$ cat src/rtl/bottling_core_mf.sv
// Pill bottling core: counts feeder pulses into bottles against settings latched
// at start, with pause/resume, abort, jam watchdog and overflow (spill) accounting.
module bottling_core_mf #(
    parameter int NUM_FEEDERS = 2,
    parameter int CNT_W       = 8,
    parameter int TOTAL_W     = 16,
    parameter int JAM_CYCLES  = 1000
) (
    input  logic                   clk,
    input  logic                   reset_n,
    input  logic                   display_flicker,
    input  logic [NUM_FEEDERS-1:0] pill_pulse,
    input  logic                   flip_working,
    input  logic                   abort,
    input  logic [CNT_W-1:0]       bottle_setting,
    input  logic [CNT_W-1:0]       pill_setting,
    output logic [CNT_W-1:0]       pill_current,
    output logic [CNT_W-1:0]       bottle_current,
    output logic [TOTAL_W-1:0]     total_current,
    output logic [CNT_W-1:0]       spill_count,
    output logic [2:0]             state,
    output logic                   working,
    output logic                   finished,
    output logic                   jam,
    output logic                   beep
);

    typedef enum logic [2:0] {
        S_IDLE  = 3'd0,
        S_RUN   = 3'd1,
        S_PAUSE = 3'd2,
        S_JAM   = 3'd3,
        S_DONE  = 3'd4
    } state_e;

    localparam int N_W  = $clog2(NUM_FEEDERS + 1);
    localparam int E_W  = CNT_W + 1;
    localparam int WD_W = (JAM_CYCLES > 2) ? $clog2(JAM_CYCLES) : 1;
    localparam bit WD_EN = (JAM_CYCLES > 0);
    localparam logic [WD_W-1:0] WD_LAST = WD_W'((JAM_CYCLES > 0) ? JAM_CYCLES - 1 : 0);

    function automatic logic [N_W-1:0] popcount(input logic [NUM_FEEDERS-1:0] v);
        logic [N_W-1:0] s;
        s = '0;
        for (int i = 0; i < NUM_FEEDERS; i++) begin
            s = s + N_W'(v[i]);
        end
        return s;
    endfunction

    function automatic logic [CNT_W-1:0] sat_add(input logic [CNT_W-1:0] a,
                                                 input logic [E_W-1:0]   b);
        logic [CNT_W+1:0] s;
        s = (CNT_W + 2)'(a) + (CNT_W + 2)'(b);
        if (|s[CNT_W+1:CNT_W]) begin
            return '1;
        end
        return s[CNT_W-1:0];
    endfunction

    state_e             state_q, state_d;
    logic [CNT_W-1:0]   pill_q, pill_d;
    logic [CNT_W-1:0]   bottle_q, bottle_d;
    logic [TOTAL_W-1:0] total_q, total_d;
    logic [CNT_W-1:0]   spill_q, spill_d;
    logic [CNT_W-1:0]   pset_q, pset_d;
    logic [CNT_W-1:0]   bset_q, bset_d;
    logic [WD_W-1:0]    wd_q, wd_d;

    logic [E_W-1:0]     n_ext;
    logic [E_W-1:0]     rem;
    logic               complete;
    logic [CNT_W-1:0]   bottle_inc;

    assign n_ext      = E_W'(popcount(pill_pulse));
    assign rem        = {1'b0, pset_q} - {1'b0, pill_q};
    assign complete   = (n_ext != '0) && (n_ext >= rem);
    assign bottle_inc = bottle_q + CNT_W'(1);

    always_comb begin
        state_d  = state_q;
        pill_d   = pill_q;
        bottle_d = bottle_q;
        total_d  = total_q;
        spill_d  = spill_q;
        pset_d   = pset_q;
        bset_d   = bset_q;
        wd_d     = wd_q;
        if (abort) begin
            state_d  = S_IDLE;
            pill_d   = '0;
            bottle_d = '0;
            total_d  = '0;
            spill_d  = '0;
            wd_d     = '0;
        end else begin
            case (state_q)
                S_IDLE: begin
                    if (flip_working && (bottle_setting != '0) && (pill_setting != '0)) begin
                        state_d  = S_RUN;
                        pset_d   = pill_setting;
                        bset_d   = bottle_setting;
                        pill_d   = '0;
                        bottle_d = '0;
                        total_d  = '0;
                        spill_d  = '0;
                        wd_d     = '0;
                    end
                end
                S_RUN: begin
                    if (n_ext != '0) begin
                        wd_d = '0;
                        if (complete) begin
                            // Excess pulses beyond the bottle are spilled, never carried over.
                            pill_d   = '0;
                            bottle_d = bottle_inc;
                            total_d  = total_q + TOTAL_W'(rem);
                            spill_d  = sat_add(spill_q, n_ext - rem);
                        end else begin
                            pill_d  = pill_q + CNT_W'(n_ext);
                            total_d = total_q + TOTAL_W'(n_ext);
                        end
                    end
                    if (complete && (bottle_inc == bset_q)) begin
                        state_d = S_DONE;
                    end else if (flip_working) begin
                        state_d = S_PAUSE;
                    end else if (WD_EN && (n_ext == '0)) begin
                        if (wd_q == WD_LAST) begin
                            state_d = S_JAM;
                        end else begin
                            wd_d = wd_q + WD_W'(1);
                        end
                    end
                end
                S_PAUSE, S_JAM: begin
                    if (flip_working) begin
                        state_d = S_RUN;
                        wd_d    = '0;
                    end
                end
                S_DONE: begin
                    if (flip_working) begin
                        state_d = S_IDLE;
                    end
                end
                default: state_d = S_IDLE;
            endcase
        end
    end

    always_ff @(posedge clk or negedge reset_n) begin
        if (!reset_n) begin
            state_q  <= S_IDLE;
            pill_q   <= '0;
            bottle_q <= '0;
            total_q  <= '0;
            spill_q  <= '0;
            pset_q   <= '0;
            bset_q   <= '0;
            wd_q     <= '0;
        end else begin
            state_q  <= state_d;
            pill_q   <= pill_d;
            bottle_q <= bottle_d;
            total_q  <= total_d;
            spill_q  <= spill_d;
            pset_q   <= pset_d;
            bset_q   <= bset_d;
            wd_q     <= wd_d;
        end
    end

    assign pill_current   = pill_q;
    assign bottle_current = bottle_q;
    assign total_current  = total_q;
    assign spill_count    = spill_q;
    assign state          = state_q;
    assign working        = (state_q == S_RUN);
    assign finished       = (state_q == S_DONE);
    assign jam            = (state_q == S_JAM);
    assign beep           = (finished | jam) & display_flicker;

endmodule

$ cat config.mk
export PLATFORM = sky130hd
export DESIGN_NAME = bottling_core_mf
export DESIGN_NICKNAME = d
export VERILOG_FILES = /design/src/rtl/bottling_core_mf.sv
export SDC_FILE = /design/constraint.sdc
export NUM_CORES = 1
export LEC_CHECK = 0
export ABC_AREA = 1
export ABC_CLOCK_PERIOD_IN_PS = 3800
export CORE_MARGIN = 1
export CORE_UTILIZATION = 52
export CTS_BUF_LIST = sky130_fd_sc_hd__clkbuf_8
export CTS_CLUSTER_SIZE = 8
export DETAILED_ROUTE_END_ITERATION = 8
export HOLD_SLACK_MARGIN = 0.15
export PLACE_DENSITY = 0.79
export SLEW_MARGIN = 20
export SYNTH_ARGS = -nofsm -noshare
export SYNTH_HDL_FRONTEND = slang
export SYNTH_SLANG_ARGS = --single-unit
$ cat constraint.sdc
create_clock -name clk -period 3.8 [get_ports clk]
set_clock_uncertainty 0.05 [all_clocks]
set_input_delay 0.38 -clock clk [delete_from_list [all_inputs] [get_ports clk]]
set_output_delay 0.38 -clock clk [all_outputs]
set_load 0.02 [all_outputs]
# [After elaboration in Yosys (flattened, before gate mapping)]
# Index checks and enable logic that the tools add are counted.
# W data, S select, Z words.
[op_classes] order_cmp=1 add_sub_neg=9 n_reduce_logical=18 mux=43 bitwise_logic=3 eq_ne=13
[op_table] op="$mux W8" count=12
[op_table] op="$mux W10" count=8
[op_table] op="$mux W16" count=4
[op_table] op="$pmux W8 S2" count=3
[op_table] op="$pmux W16 S2" count=1
[op_table] op="$pmux W10 S3" count=1
[op_table] op="$mux W3" count=8
[op_table] op="$add A16 B2 Y16" count=1
[op_table] op="$add A16 B9 Y16" count=1
[op_table] op="$reduce_bool A8 Y1" count=2
[op_table] op="$pmux W3 S4" count=1
[op_table] op="$add A10 B1 Y10 const B" count=1
[op_table] op="$add A8 B9 Y10" count=1
[op_table] op="$eq A10 B10 Y1 const B" count=1
[op_table] op="$ne A5 B3 Y1 const B" count=2
[op_table] op="$ge A2 B9 Y1" count=1
[op_table] op="$logic_not A9 Y1" count=1
[op_table] op="$ne A3 B3 Y1 const B" count=3
[op_table] op="$reduce_and A3 Y1" count=3
[op_table] op="$reduce_bool A9 Y1" count=1
[op_table] op="$sub A2 B9 Y9" count=1
[op_table] op="$sub A8 B8 Y9" count=1
[op_table] op="$add A8 B1 Y8 const B" count=1
[op_table] op="$add A8 B2 Y8" count=1
[op_table] op="17 further kinds" count=27
[totals] word_cells=95 out_inout_bits=47 in_bits=23 register_bits=69

# [Longest topological paths before layout]
[depth] word_depth=14 mapped_depth=29 ltp_nobuf=29

# [Least setup slack after synthesis]
# Ideal clock, no wire load.
[synth_timing] path_type="flip-flop to flip-flop" from="register pill_q[0], in the netlist pill_current[0]" to="register total_q[10], in the netlist total_current[10]" arrival_ns=4.021 path_stages_with_launch=26 setup_slack_ns=-0.357 cell_sequence="dfrtp_1 > ha_1 > inv_1 > fa_1 > inv_1 > ha_1 > a21oi_1 > nor2_4 > nand3_2 > nor2_4 > nand2_2 > nand2_2 > nand2_1 > nor2_4 > nand2_1 > o21ai_0 > ha_1 > inv_1 > fa_1 > o31ai_1 > nand4_1 > nand2_1 > a21oi_1 > nor3_1 > nor2_1 > nor3_1"
[synth_via] elab_chain_len=7 elab_cells_between_ends=8
[synth_rtl] item="start: declaration" line_no="62" rtl="logic [CNT_W-1:0] pill_q, pill_d;"
[synth_rtl] item="start signal: assignment" line_no="164" rtl="pill_q <= pill_d;"
[synth_rtl] item="$sub A8 B8 Y9 (*)" line_no="76" rtl="assign rem = {1'b0, pset_q} - {1'b0, pill_q};"
[synth_rtl] item="branches (longest 2 deep; another with $add A16 B9 Y16)"
[synth_rtl] item="$mux W16 (*)" line_no="113" rtl="if (complete) begin"
[synth_rtl] item="$mux W16 (*)" line_no="111" rtl="if (n_ext != '0) begin"
[synth_rtl] item="$pmux W16 S2 (*)" line_no="97" rtl="case (state_q)"
[synth_rtl] item="$mux W16 (*)" line_no="89" rtl="if (abort) begin"
[synth_rtl] item="end signal: assignment" line_no="166" rtl="total_q <= total_d;"
[synth_rtl] item="end: declaration" line_no="64" rtl="logic [TOTAL_W-1:0] total_q, total_d;"
# Mark *: on every way between the ends. The select of a mux whose other input is x is not followed.
# A chain may end at the register's enable or synchronous reset.

# [Final worst setup path]
[layout_timing] from="register pset_q[0]" to="register total_q[10], in the netlist total_current[10]"
[layout_via] elab_chain_len=7 elab_cells_between_ends=8
[layout_rtl] item="start: declaration" line_no="66" rtl="logic [CNT_W-1:0] pset_q, pset_d;"
[layout_rtl] item="start signal: assignment" line_no="168" rtl="pset_q <= pset_d;"
[layout_rtl] item="$sub A8 B8 Y9 (*)" line_no="76"
[layout_rtl] item="branches (longest 2 deep; another with $add A16 B9 Y16)"
[layout_rtl] item="$mux W16 (*)" line_no="113"
[layout_rtl] item="$mux W16 (*)" line_no="111"
[layout_rtl] item="$pmux W16 S2 (*)" line_no="97"
[layout_rtl] item="$mux W16 (*)" line_no="89"
# Marks and branches as above.

==> out/results.txt <==
1st-iter DRT viols - 240
Crit-path slowest cell - fa_1
Global placement routability congestion - 0.946
Status - finished with violations
Final Cycle Share - 1.06
Root Buffer Master - clkbuf_8
Share of cells above drive strength 1 - 0.193
Critical Path Sink Type - flop
Failing checks - setup timing
GRT Total Usage - 0.264
FFs w/ async S/R, synth - 1.00
CTS max path bufs - 2
DRC viols - 0
Number of synthesized flops with an enable pin - 0
Total congestion overflow - 0
First-pass GRT wire length - 21100 um
Worst-path clk slew - 0.08 ns
Post-synthesis instance area - 0.00505 mm2
Number of vias in the routed layout - 4926
Worst Path Buf+Inv - 4
Final Util - 0.715
P_leak - 3.08 nW
Crit path max-delay family - adder cells
Post-synthesis sequential area ratio - 0.342
Routed Antenna Nets - 0
NumNets Final - 850
Type of the most critical hold path - reg -> reg
Most frequent cells in the layout - nand2_1, inv_1, clkdlybuf4s50_1, dfrtp_1, nand3_1
Kind of critical path - reg -> reg
Die Span Y - 101 um
Number of vias per cell - 5.34
Post-Route WL - 13100 um
Final setup margin - -0.234 ns
Largest stage delay, worst path - 0.52 ns
TritonRoute pass-1 iters - 7
CTS buffer count - 9
Area Overhead vs Synth - 32.0%
Largest net degree at the start of global routing - 45
Warnings from Yosys - 0
Crit path required time - 3.96 ns
Final hold vios - 0
Die footprint - 0.0101 mm2
CTS Sinks - 69
Worst-Skew Late Latency - 0.36 ns
Crit Path Max Fanout - 6
CP Data Arrival Time - 4.20 ns
Antenna Cells - 0
Cell Count, Final, Fillers Out - 922
Initial core utilization - 0.542
Post-Synthesis Cells - 671
Tot Pwr - 0.00512 W
Initial antenna violation count - 0
Register bit total from synthesis - 69
Post-route minimum period - 4.03 ns
Pwr per Cell Area - 767 mW/mm2
Peak VDD IR - 0.405 mV
Slew @ Worst Pin - 0.835 ns
HPWL after detailed placement - 9420 um
Final setup fails - 6
Port buffer count - 69
Max_cap viols - 0
Inst Count DP - 894
Avg Synthesized Cell Area - 7.53 um2
CTS tree - done
Netlist cell types - 47
Worst setup SP type - flop
Final TNS setup - -0.576 ns
Core Area - 0.00933 mm2
Final slew viol count - 0
Most common cell after layout, fill and taps aside - nand2_1
Die X - 101 um
Vias in the first global route - 4723
Fmax - 248 MHz
Htree depth - 3
WL per Instance - 14.2 um
Slew headroom - 0.442
RSZ-0062 raised after global routing - yes
Io pins - 70
Std cell rows - 35
Ys flop type - dfrtp_1
-- cells in the mapped netlist, types with 4 or more instances --
cell type	instances	share of area
nand2_1	142	0.11
o21ai_1	13	0.013
a21oi_1	28	0.028
nand3_2	5	0.0099
nand3_1	47	0.047
nor4_1	5	0.0062
o21ai_0	39	0.039
mux2_2	7	0.016
nor3_1	20	0.020
inv_1	113	0.084
nand2_2	8	0.0099
xnor2_1	9	0.016
ha_1	34	0.084
nor2_2	5	0.0062
o31ai_1	4	0.0059
dfrtp_1	69	0.34
nor2_1	49	0.036
a32o_1	4	0.0079
xor2_1	14	0.024
nand4_1	9	0.011
fa_1	5	0.020
-- metal layers --
metal	vias to the layer above	share of wire	global-route usage
met3	31	0.050	0.0541
met1	2322	0.43	0.328
met2	151	0.50	0.452
met5	-	0	0
met4	0	0.025	0.0992
li1	2422	-	-
-- stage by stage --
stage	instance area, um2	hold slack, ns	setup WS, ns
final	6670	0.467	-0.234
after CTS	6430	0.178	-0.124
after detailed placement	6110	0.447	-0.253
after global routing	6670	0.488	-0.421
after floorplan	5120	0.0344	-0.0245
after global placement	6110	0.439	-0.0909
-- path summary, 6_finish.rpt --
check	slack, ns	startpoint	cells after the start	end
worst max-delay path	-0.23	pset_q[0]	25	total_current[10]
worst min-delay path	0.47	spill_count[0]	2	spill_count[0]
worst max register to register	-0.23	pset_q[0]	25	total_current[10]
worst min register to register	0.47	spill_count[0]	2	spill_count[0]
max in group asynchronous	2.42	reset_n	3	wd_q[1]
min in group asynchronous	0.51	reset_n	2	bottle_current[2]
-- power by group --
part           internal (W)  leakage (nW)  switching, W  total [W]
Sequential         0.000907         0.920      0.000157    0.00106
Clock              0.000379         0.111      0.000331   0.000710
Combinational       0.00143          2.05       0.00191    0.00334
-- registers in the layout, summed over array words and instances (netlist names) --
register        cells
pill_current        8
wd_q               10
state               3
spill_count         8
pset_q              8
bset_q              8
total_current      16
bottle_current      8
-- kinds of logic after synthesis --
kind of cell | share of synthesized area
flip-flops | 0.342
AO/OA/AOI/OAI | 0.119
adder cells (fa/ha/maj) | 0.104
AND/OR/NAND/NOR | 0.285
other | 0.000742
XOR/XNOR | 0.0399
multiplexers | 0.0156
buffers and inverters | 0.0939
-- tightest hold or removal path: stages, from the launching register on --
cell     delay, ns
dfrtp_1       0.38
nand2_1       0.06
nand2_1       0.05
-- layout make-up --
cell class	instances	area, um2
multi-input cells	487	3140
fillers	729	2660
flip-flops and latches	69	1730
repair buffers	106	980
inverters	115	432
well taps	129	161
clock buffers	9	124
clock inverters	7	103
-- repair_timing --
item	4_1_cts	5_1_grt
pin swaps	11	28
resized for setup	15	49
buffers inserted	7	6
cloned	0	0
hold endpoints to repair	0	43
endpoints found under the setup margin	7	19
hold buffers	0	1
Note: power is estimated with default switching activity, not from simulation.
